$ cat src/rtl/axi_udp_pkg.sv
// Shared constants, state encoding and small helpers for the Ethernet receive path.
package axi_udp_pkg;

  localparam logic [15:0] ETHERTYPE_ARP  = 16'h0806;
  localparam logic [15:0] ETHERTYPE_IPV4 = 16'h0800;
  localparam logic [47:0] MAC_BCAST      = 48'hFFFF_FFFF_FFFF;
  localparam int          ETH_HDR_LEN    = 14;

  typedef enum logic [1:0] {
    ST_HDR  = 2'd0,
    ST_ARP  = 2'd1,
    ST_IP   = 2'd2,
    ST_DROP = 2'd3
  } eth_rx_state_t;

  // Byte idx of a MAC address, byte 0 being the first on the wire (MSB).
  function automatic logic [7:0] mac_byte(input logic [47:0] mac, input logic [3:0] idx);
    logic [7:0] b;
    case (idx)
      4'd0:    b = mac[47:40];
      4'd1:    b = mac[39:32];
      4'd2:    b = mac[31:24];
      4'd3:    b = mac[23:16];
      4'd4:    b = mac[15:8];
      4'd5:    b = mac[7:0];
      default: b = 8'h00;
    endcase
    return b;
  endfunction

  // 16-bit increment that sticks at all-ones instead of wrapping.
  function automatic logic [15:0] sat_inc16(input logic [15:0] v);
    logic [15:0] r;
    if (v == 16'hFFFF) begin
      r = v;
    end else begin
      r = v + 16'd1;
    end
    return r;
  endfunction

endpackage

$ cat src/rtl/axi_eth_rx_if.sv
// Byte-wide AXI-Stream bundle used for the frame input and both payload outputs.
interface axi_eth_rx_if;
  logic       tvalid;
  logic [7:0] tdata;
  logic       tlast;
  logic       tready;

  modport master (output tvalid, output tdata, output tlast, input tready);
  modport slave  (input tvalid, input tdata, input tlast, output tready);
endinterface

$ cat src/rtl/axi_reg_slice.sv
// One-entry AXI-Stream register stage (data + last): 1-cycle latency, full throughput.
module axi_reg_slice (
  input  logic       clk,
  input  logic       rst,
  input  logic       i_valid,
  input  logic [7:0] i_data,
  input  logic       i_last,
  output logic       o_ready,
  output logic       o_valid,
  output logic [7:0] o_data,
  output logic       o_last,
  input  logic       i_ready
);

  logic       r_valid;
  logic [7:0] r_data;
  logic       r_last;
  logic       w_ready;

  // The stage can take a new byte when empty or when its current byte leaves this cycle.
  assign w_ready = ~r_valid | i_ready;

  // Load on an upstream handshake, otherwise empty out once the byte is taken downstream.
  always_ff @(posedge clk) begin
    if (rst) begin
      r_valid <= 1'b0;
      r_data  <= 8'h00;
      r_last  <= 1'b0;
    end else if (i_valid && w_ready) begin
      r_valid <= 1'b1;
      r_data  <= i_data;
      r_last  <= i_last;
    end else if (i_ready) begin
      r_valid <= 1'b0;
    end
  end

  assign o_ready = w_ready;
  assign o_valid = r_valid;
  assign o_data  = r_data;
  assign o_last  = r_last;

endmodule

$ cat src/rtl/axi_eth_rx.sv
// Ethernet RX demux: strips the 14-byte MAC header, filters on destination MAC and
// steers the payload by EtherType to the ARP or IPv4 stream; other frames are counted.
module axi_eth_rx
  import axi_udp_pkg::*;
#(
  parameter logic [23:0] MAC_MSB = 24'h010203,
  parameter logic [23:0] MAC_LSB = 24'h040506
) (
  input  logic          clk,
  input  logic          rst,
  axi_eth_rx_if.slave   s_axis,
  axi_eth_rx_if.master  m_arp_axis,
  axi_eth_rx_if.master  m_ip_axis,
  output logic [47:0]   src_mac,
  output logic [15:0]   drop_cnt
);

  localparam logic [47:0] OWN_MAC  = {MAC_MSB, MAC_LSB};
  localparam logic [3:0]  IDX_LAST = 4'(ETH_HDR_LEN - 1);

  eth_rx_state_t r_state;
  logic [3:0]    r_idx;
  logic          r_own;
  logic          r_bcast;
  logic [7:0]    r_etype_hi;
  logic [47:0]   r_src_mac;
  logic [15:0]   r_drop_cnt;

  logic          w_tready;
  logic          w_accept;
  logic          w_arp_rdy;
  logic          w_ip_rdy;
  logic          w_own_hit;
  logic          w_bcast_hit;
  logic [15:0]   w_etype;
  eth_rx_state_t w_decide;

  // Header/drop states always sink; payload states follow the selected output stage.
  always_comb begin
    w_tready = 1'b0;
    if (rst) begin
      w_tready = 1'b0;
    end else begin
      case (r_state)
        ST_HDR:  w_tready = 1'b1;
        ST_DROP: w_tready = 1'b1;
        ST_ARP:  w_tready = w_arp_rdy;
        ST_IP:   w_tready = w_ip_rdy;
        default: w_tready = 1'b0;
      endcase
    end
  end

  assign s_axis.tready = w_tready;
  assign w_accept      = s_axis.tvalid & w_tready;

  // Match flags restart at byte 0 so a new frame never inherits the previous result.
  assign w_own_hit   = (s_axis.tdata == mac_byte(OWN_MAC, r_idx))   & ((r_idx == 4'd0) | r_own);
  assign w_bcast_hit = (s_axis.tdata == mac_byte(MAC_BCAST, r_idx)) & ((r_idx == 4'd0) | r_bcast);
  assign w_etype     = {r_etype_hi, s_axis.tdata};

  // Payload destination chosen on the last header byte.
  always_comb begin
    w_decide = ST_DROP;
    if ((w_etype == ETHERTYPE_ARP) && (r_own || r_bcast)) begin
      w_decide = ST_ARP;
    end else if ((w_etype == ETHERTYPE_IPV4) && r_own) begin
      w_decide = ST_IP;
    end else begin
      w_decide = ST_DROP;
    end
  end

  // Header parser, frame router and saturating drop counter.
  always_ff @(posedge clk) begin
    if (rst) begin
      r_state    <= ST_HDR;
      r_idx      <= 4'd0;
      r_own      <= 1'b0;
      r_bcast    <= 1'b0;
      r_etype_hi <= 8'h00;
      r_src_mac  <= 48'h0;
      r_drop_cnt <= 16'h0000;
    end else if (w_accept) begin
      case (r_state)
        ST_HDR: begin
          if (r_idx <= 4'd5) begin
            r_own   <= w_own_hit;
            r_bcast <= w_bcast_hit;
          end else if (r_idx <= 4'd11) begin
            r_src_mac <= {r_src_mac[39:0], s_axis.tdata};
          end else if (r_idx == 4'd12) begin
            r_etype_hi <= s_axis.tdata;
          end
          if (s_axis.tlast) begin
            // Runt: frame ended inside the header, nothing was forwarded.
            r_idx      <= 4'd0;
            r_drop_cnt <= sat_inc16(r_drop_cnt);
          end else if (r_idx == IDX_LAST) begin
            r_idx   <= 4'd0;
            r_state <= w_decide;
          end else begin
            r_idx <= r_idx + 4'd1;
          end
        end
        ST_ARP, ST_IP: begin
          if (s_axis.tlast) begin
            r_state <= ST_HDR;
          end
        end
        ST_DROP: begin
          if (s_axis.tlast) begin
            r_state    <= ST_HDR;
            r_drop_cnt <= sat_inc16(r_drop_cnt);
          end
        end
        default: r_state <= ST_HDR;
      endcase
    end
  end

  axi_reg_slice u_arp_slice (
    .clk     (clk),
    .rst     (rst),
    .i_valid (w_accept & (r_state == ST_ARP)),
    .i_data  (s_axis.tdata),
    .i_last  (s_axis.tlast),
    .o_ready (w_arp_rdy),
    .o_valid (m_arp_axis.tvalid),
    .o_data  (m_arp_axis.tdata),
    .o_last  (m_arp_axis.tlast),
    .i_ready (m_arp_axis.tready)
  );

  axi_reg_slice u_ip_slice (
    .clk     (clk),
    .rst     (rst),
    .i_valid (w_accept & (r_state == ST_IP)),
    .i_data  (s_axis.tdata),
    .i_last  (s_axis.tlast),
    .o_ready (w_ip_rdy),
    .o_valid (m_ip_axis.tvalid),
    .o_data  (m_ip_axis.tdata),
    .o_last  (m_ip_axis.tlast),
    .i_ready (m_ip_axis.tready)
  );

  assign src_mac  = r_src_mac;
  assign drop_cnt = r_drop_cnt;

endmodule

$ cat src/flat_wrapper.sv
// flat-port wrapper written by rule: the top's interface ports become plain ports
module axi_eth_rx_flat import axi_udp_pkg::*;
#(
  parameter logic [23:0] MAC_MSB = 24'h010203,
  parameter logic [23:0] MAC_LSB = 24'h040506
)
  (clk, rst, src_mac, drop_cnt, s_axis_tvalid, s_axis_tdata, s_axis_tlast, s_axis_tready, m_arp_axis_tvalid, m_arp_axis_tdata, m_arp_axis_tlast, m_arp_axis_tready, m_ip_axis_tvalid, m_ip_axis_tdata, m_ip_axis_tlast, m_ip_axis_tready);
  axi_eth_rx_if s_axis_i ();
  axi_eth_rx_if m_arp_axis_i ();
  axi_eth_rx_if m_ip_axis_i ();
  input  logic clk;
  input  logic rst;
  output logic [47:0] src_mac;
  output logic [15:0] drop_cnt;
  input wire logic [$bits(s_axis_i.tvalid)-1:0] s_axis_tvalid;
  input wire logic [$bits(s_axis_i.tdata)-1:0] s_axis_tdata;
  input wire logic [$bits(s_axis_i.tlast)-1:0] s_axis_tlast;
  output wire logic [$bits(s_axis_i.tready)-1:0] s_axis_tready;
  output wire logic [$bits(m_arp_axis_i.tvalid)-1:0] m_arp_axis_tvalid;
  output wire logic [$bits(m_arp_axis_i.tdata)-1:0] m_arp_axis_tdata;
  output wire logic [$bits(m_arp_axis_i.tlast)-1:0] m_arp_axis_tlast;
  input wire logic [$bits(m_arp_axis_i.tready)-1:0] m_arp_axis_tready;
  output wire logic [$bits(m_ip_axis_i.tvalid)-1:0] m_ip_axis_tvalid;
  output wire logic [$bits(m_ip_axis_i.tdata)-1:0] m_ip_axis_tdata;
  output wire logic [$bits(m_ip_axis_i.tlast)-1:0] m_ip_axis_tlast;
  input wire logic [$bits(m_ip_axis_i.tready)-1:0] m_ip_axis_tready;
  assign s_axis_i.tvalid = s_axis_tvalid;
  assign s_axis_i.tdata = s_axis_tdata;
  assign s_axis_i.tlast = s_axis_tlast;
  assign s_axis_tready = s_axis_i.tready;
  assign m_arp_axis_tvalid = m_arp_axis_i.tvalid;
  assign m_arp_axis_tdata = m_arp_axis_i.tdata;
  assign m_arp_axis_tlast = m_arp_axis_i.tlast;
  assign m_arp_axis_i.tready = m_arp_axis_tready;
  assign m_ip_axis_tvalid = m_ip_axis_i.tvalid;
  assign m_ip_axis_tdata = m_ip_axis_i.tdata;
  assign m_ip_axis_tlast = m_ip_axis_i.tlast;
  assign m_ip_axis_i.tready = m_ip_axis_tready;
  axi_eth_rx #(.MAC_MSB(MAC_MSB), .MAC_LSB(MAC_LSB)) u_core (.clk(clk), .rst(rst), .s_axis(s_axis_i), .m_arp_axis(m_arp_axis_i), .m_ip_axis(m_ip_axis_i), .src_mac(src_mac), .drop_cnt(drop_cnt));
endmodule
$ cat config.mk
export PLATFORM = sky130hd
export DESIGN_NAME = axi_eth_rx_flat
export DESIGN_NICKNAME = d
export VERILOG_FILES = /design/src/rtl/axi_udp_pkg.sv /design/src/rtl/axi_eth_rx_if.sv /design/src/rtl/axi_reg_slice.sv /design/src/rtl/axi_eth_rx.sv /design/src/flat_wrapper.sv
export SDC_FILE = /design/constraint.sdc
export NUM_CORES = 1
export LEC_CHECK = 0
export ABC_AREA = 1
export ABC_CLOCK_PERIOD_IN_PS = 1700
export CAP_MARGIN = 5
export CORE_MARGIN = 5
export CORE_UTILIZATION = 50
export CTS_BUF_LIST = sky130_fd_sc_hd__clkbuf_4 sky130_fd_sc_hd__clkbuf_8 sky130_fd_sc_hd__clkbuf_16
export DETAILED_ROUTE_END_ITERATION = 16
export PLACE_DENSITY = 0.81
export SLEW_MARGIN = 20
export SYNTH_ARGS = -nofsm -noshare
export SYNTH_HDL_FRONTEND = slang
export SYNTH_SLANG_ARGS = --single-unit
$ cat constraint.sdc
create_clock -name clk -period 1.7 [get_ports clk]
set_input_delay 0.34 -clock clk [delete_from_list [all_inputs] [get_ports clk]]
set_output_delay 0.34 -clock clk [all_outputs]
set_load 0.02 [all_outputs]
==> results.yml, run 1 <==
outcome:
  outcome: "complete, but fails checks"
  violations: "setup timing"
synthesis:
  synth_edf_count: 0
  yosysTopAreaCell: "dfxtp_1"
  synthFlopType: "dfxtp_1"
  yosysTopAreaCellShare_pct: 45.7
  synth_nets: 621
  synth.area.top_cells: "dfxtp_1 46%, nand2_1 10%, nor2_1 7.1%, nor3_1 6.3%, a21oi_1 5.8%"
  synth_seq_area_share_pct: 45.7
  ys_types: 29
  synth.avg_cell_area_um2: 7.28
  ys_async_sr_fraction_pct: 0
  synth_cells: 602
  yosysMostFrequentCell: "nand2_1"
  synth_commonest_cells: "119 x nand2_1, 100 x dfxtp_1, 83 x nor2_1, 55 x nor3_1, 51 x a21oi_1"
  yosysWarningCount: 0
  ys_seq_elements: 100
  netlist_area_um2: 4380
routing:
  drtPass1Iterations: 5
  vias: 4558
  drt_iter0_markers: 243
  avgRoutedWirePerCell_um: 15.8
  routed_wl_um: 13300
  antenna_left: 0
  drcViolationCount: 0
  viasPerCell: 5.41
clock_network:
  clkSinkCount: 100
  clk_latency_ns: 0.36
  cts_made_buffers: 9
  htree_levels: 3
  cts-root-buf: "clkbuf_8"
  cts_buffer_depth: 2
  clk_pin_slew_ns: 0.10
  postCtsHoldBufs: 0
  cts_tree: "yes"
layout:
  area.growth.synth_to_final_pct: 48.2
  multi_input_area_um2: 2380
  register_area_um2: 2010
  final-instance-count-excl-fill: 842
  n_antenna_cell: 0
  drive_above_1_share_pct: 20.6
  fillerInstances: 621
  nets: 748
sta:
  fmax_mhz: 572
  rsz0062_at_grt: "yes"
  setup_viol: 9
  worst_pin_slew_ns: 0.501
  slew_headroom_pct: 66.6
  min_period_over_period_pct: 103
  whs_ns: 0.467
  finClkSkew_ns: 0.0141
  setup_ws_ns: -0.0489
  period_needed_ns: 1.75
  drv_slew: 0
  hold_violations: 0
power:
  power.density_nw_per_um2: 681
  p_switching_mw: 1.07
  intPower_mw: 3.35
  power_frac_seq_pct: 53.6
  vdd_drop_max_mv: 0.531
  p_leak_nw: 3.12
  comb_power_share_pct: 7.7
  pwr-share-clk_pct: 38.7
  p_sw_share_pct: 24.2
floorplanning:
  die-width_um: 104
  die_h_um: 104
  start_util_pct: 50.7
  ios: 99
  coreArea_um2: 8640
  rows: 34
  die_area_um2: 10700
critical_path:
  ff2ff_setup_slack_ns: -0.05
  crit_type: "flop to flop"
  cp.arrival_ns: 1.99
  worst-endpoint-required_ns: 1.94
  cp_max_fo: 8
  cp-end-kind: "flop"
  r2r_cells: 10
  start_kind: "flop"
placement:
  gp_congestion: 0.861
  io_buffers: 98
  dp_hpwl_um: 8040
  dp_cells: 812
global_routing:
  met3_usage_pct: 6.53
  overflow: 0
  antenna_found_initial: 0
  grt_max_degree: 58
  use_met2_pct: 36.9
  grtUsageTotal_pct: 21.6
  grt_pass1_vias: 4419
  met1_usage_pct: 26.2
  top_usage_layer: "met2"
  grt_pass1_wl_um: 20200
hold_path:
  hold_path.class: "flop to flop"
  hold_depth: 2
run:
  maxCapViolCount: 0
[flip-flops by register name, indices dropped and copies added (netlist names)]
name                        count
u_core.u_arp_slice.o_data       8
u_core.src_mac                 48
u_core.u_ip_slice.o_data        8
u_core.drop_cnt                16
u_core.r_idx                    4
u_core.u_ip_slice.o_valid       1
u_core.u_arp_slice.o_last       1
u_core.r_own                    1
u_core.r_state                  2
u_core.r_etype_hi               8
u_core.u_ip_slice.o_last        1
u_core.r_bcast                  1
u_core.u_arp_slice.o_valid      1
[critical path, stage by stage, from the launching register on]
cell and delay (ns):
dfxtp_4 0.38, inv_4 0.05, ha_4 0.28, nand3_4 0.08, buf_6 0.14, nand4_4 0.08
nor2_4 0.06, buf_12 0.15, buf_12 0.14, o21ai_1 0.19, nor2_1 0.08
[kinds of logic after synthesis]
kind of cell,after synthesis,share of synthesized area [%]
simple gates,293,29.3
compound gates,121,13.9
flops,100,45.7
buf+inv,72,7.51
xor+xnor,11,2.20
fa+ha+maj,5,1.43
[per-layer routing]
layer | part of all wire [%] | vias to the layer above
li1 | - | 2239
met4 | 1.4 | 0
met3 | 7.7 | 23
met1 | 40 | 2136
met2 | 51 | 160
met5 | 0 | -
[metrics by stage]
step / area [um2] / total power [mW] / setup slack [ns] / setup TNS, ns / utilization (%)
after floorplan: 4380 / 2.57 / 0.0515 / 0 / -
after global placement: 5640 / 2.70 / -0.399 / -22.57 / 65.3
after detailed placement: 5640 / 2.71 / -0.415 / -26.78 / 65.3
after CTS: 5890 / 4.39 / -0.0653 / -1.28 / 68.2
after global routing: 6490 / 4.56 / -0.132 / -3.63 / 75.2
final: 6490 / 4.42 / -0.0489 / -0.212 / 75.2
[area by class of cell]
cell class / instances / share of cell area, %
Multi-Input combinational cell: 430 / 36.7
Sequential cell: 100 / 30.9
Timing Repair Buffer: 148 / 24.3
Inverter: 39 / 2.47
Tap cell: 108 / 2.08
Clock buffer: 10 / 2.02
Clock inverter: 6 / 1.46
Timing Repair inverter: 1 / 0.0578
[cells in the final DEF (no fill, tap or decap), types with 6 or more instances in the layout]
master	instances
nand3_1	19
nor2_1	81
nand2_1	114
buf_6	7
clkdlybuf4s50_1	25
nand4_1	6
dfxtp_1	98
buf_4	32
dlymetal6s2s_1	30
a21oi_1	50
o21ai_2	22
clkbuf_8	9
inv_1	30
dlygate4sd2_1	42
xor2_1	6
o21ai_0	18
nor3_1	25
o21ai_1	28
nor3_2	28
[power by group through the flow]
| stage | Combinational, mW | Clock (mW) | Sequential (mW) |
|---|---|---|---|
| final | 0.341 | 1.71 | 2.37 |
| after global routing | 0.365 | 1.83 | 2.37 |
| after CTS | 0.298 | 1.72 | 2.37 |
| after detailed placement | 0.288 | 0 | 2.42 |
| after global placement | 0.283 | 0 | 2.42 |
| after floorplan | 0.143 | 0 | 2.43 |
[path summary, 6_finish.rpt]
check / from / end
hold reg to reg: u_core.u_arp_slice.o_data[7] / u_core.u_arp_slice.o_data[7]
setup / recovery: u_core.r_state[0] / u_core.src_mac[8]
setup reg to reg: u_core.r_state[0] / u_core.src_mac[8]
hold / removal: u_core.u_arp_slice.o_data[7] / u_core.u_arp_slice.o_data[7]
[what timing repair did]
item                                    in CTS  in global routing
pin swaps                                    2                 27
setup buffers                                0                  4
cloned                                       3                  7
gates resized for setup                     57                143
endpoints found under the hold margin        0                  0
endpoints found under the setup margin     131                128
Power figures use the tool's default switching activity.
==> run 2, diff against run 1 <==
--- a/config.mk
+++ b/config.mk
@@ -8,12 +8,13 @@
 export ABC_AREA = 1
 export ABC_CLOCK_PERIOD_IN_PS = 1700
 export CAP_MARGIN = 5
-export CORE_MARGIN = 5
 export CORE_UTILIZATION = 50
 export CTS_BUF_LIST = sky130_fd_sc_hd__clkbuf_4 sky130_fd_sc_hd__clkbuf_8 sky130_fd_sc_hd__clkbuf_16
 export DETAILED_ROUTE_END_ITERATION = 16
+export GPL_ROUTABILITY_DRIVEN = 0
 export PLACE_DENSITY = 0.81
 export SLEW_MARGIN = 20
 export SYNTH_ARGS = -nofsm -noshare
 export SYNTH_HDL_FRONTEND = slang
 export SYNTH_SLANG_ARGS = --single-unit
+export TNS_END_PERCENT = 5
==> run 2 against run 1 <==
Against the previous run:
- sequential share of layout area grew 1.5 points
- the run still ends with setup timing left
- total power shrank 1.2%
- clock power is essentially flat
- first-iteration DRC count shrank 13%
- highest routed layer unchanged
- global-route usage grew 5.6 points
- fmax grew 0.47%
- sequential power is essentially flat
- sequential cell count is the same
- critical path depth grew 1
- via count is essentially flat
- combinational power shrank 6.5%
- design area shrank 4.6%
==> results.yml, run 2 (synthesis results as in run 1) <==
outcome:
  outcome: "complete, but fails checks"
  violations: "setup timing"
routing:
  drtPass1Iterations: 5
  vias: 4561
  viasPerCell: 5.47
  drcViolationCount: 0
  drt_iter0_markers: 211
  avgRoutedWirePerCell_um: 15.2
  routed_wl_um: 12700
  antenna_left: 0
global_routing:
  grt_pass1_vias: 4311
  grtUsageTotal_pct: 27.2
  overflow: 0
  antenna_found_initial: 0
  grt_pass1_wl_um: 19600
  grt_max_degree: 49
clock_network:
  clk_pin_slew_ns: 0.09
  htree_levels: 3
  cts_buffer_depth: 2
  cts_made_buffers: 9
  cts-root-buf: "clkbuf_8"
  cts_tree: "yes"
  clkSinkCount: 100
  clk_latency_ns: 0.36
placement:
  pre_cts_slack_ns: -0.439
  dp_cells: 810
  place_area_um2: 5650
  dp_hpwl_um: 7980
  io_buffers: 98
floorplanning:
  die_area_um2: 9140
  start_util_pct: 52.5
  die_h_um: 95.6
  rows: 33
  coreArea_um2: 8340
  die-width_um: 95.6
  ios: 99
sta:
  rsz0062_at_grt: "yes"
  whs_ns: 0.471
  drv_slew: 0
  fmax_mhz: 574
  slew_headroom_pct: 68.5
  worst_pin_slew_ns: 0.473
  setup_viol: 4
  min_period_over_period_pct: 102
  setup_ws_ns: -0.0407
  period_needed_ns: 1.74
  hold_violations: 0
  finClkSkew_ns: 0.0108
layout:
  layout_commonest_cell: "nand2_1"
  n_antenna_cell: 0
  drive_above_1_share_pct: 15.2
  fin_util_pct: 74.3
  final-instance-count-excl-fill: 834
  nets: 744
  layout_common_cells: "113 x nand2_1, 98 x dfxtp_1, 81 x nor2_1"
  largest_reg_flops: 48
  fin_area_um2: 6190
  area.growth.synth_to_final_pct: 41.3
hold_path:
  hold_depth: 2
  hold_path.class: "flop to flop"
  hp-start: "u_core.u_ip_slice.o_data[3]"
critical_path:
  cp-end-kind: "flop"
  reg2reg_from: "u_core.r_state[1]"
  cp.arrival_ns: 1.99
  slowest_delay_ns: 0.33
  crit_start: "u_core.r_state[1]"
  cp_max_fo: 12
  slowest_stage: "dfxtp_2"
  r2r_end: "u_core.src_mac[27]"
  r2r_cells: 11
  crit_type: "flop to flop"
  endpoint: "u_core.src_mac[27]"
  path_cells: "buf_4, ha_2, nand2_2, nand3_4, buf_6, nand4_4, nor2_4, buf_12, clkbuf_16, o21ai_0, nor2_1"
  start_kind: "flop"
  worst-endpoint-required_ns: 1.95
  ff2ff_setup_slack_ns: -0.04
power:
  power.density_nw_per_um2: 705
  p_leak_nw: 2.87
  vdd_drop_max_mv: 0.527
run:
  maxCapViolCount: 0
[run 2: report_power, final]
group / total [mW] / switching, mW / internal (mW)
sequential: 2.37 / 0.0140 / 2.35
combinational: 0.319 / 0.190 / 0.130
clock: 1.68 / 0.801 / 0.879
total: 4.37 / 1.01 / 3.36
[run 2: layer usage]
layer | track usage [%] | vias to the layer above | part of all wire (%)
met3 | 5.18 | 22 | 6.3
met4 | 9.33 | 0 | 1.7
met5 | 0 | - | 0
li1 | - | 2225 | -
met2 | 47.7 | 159 | 51
met1 | 33.1 | 2155 | 41
[run 2: worst min path at each step]
stage                                         endpoint
after floorplan                         u_core.r_bcast
after global placement     u_core.u_ip_slice.o_data[4]
after detailed placement  u_core.u_arp_slice.o_data[5]
after CTS                 u_core.u_arp_slice.o_data[5]
after global routing              u_core.r_etype_hi[1]
final                      u_core.u_ip_slice.o_data[3]
[run 2: cell type report]
cell class              instances  area (um2)
clock buffers                  11         145
clock inverters                 4        73.8
fillers                       629        2150
inverters                      39         151
multi-input cells             430        2190
flip-flops and latches        100        2000
well taps                     105         131
repair buffers                145        1500
[run 2: stage by stage]
step	power, mW	setup TNS [ns]
6_report	4.37	-0.0724
2_1_floorplan	2.57	0
5_1_grt	4.49	-1.24
4_1_cts	4.34	-0.0491
3_5_place_dp	2.72	-33.40
3_3_place_gp	2.71	-25.84
[run 2: timing repair]
item | 4_1_cts | 5_1_grt
pin swaps | 3 | 5
hold buffers | 0 | 0
cloned | 1 | 4
setup endpoints to repair | 127 | 106
resized for setup | 64 | 65
setup buffers | 1 | 3
[run 2: worst max-delay path: cells and delay by family, from the launching register on]
family                     cells  cell delay [ns]
adders and majority gates      1             0.16
buffers and inverters          4             0.58
and+or+nand+nor                5             0.36
DFF                            1             0.33
AOI/OAI and AO/OA              1             0.19
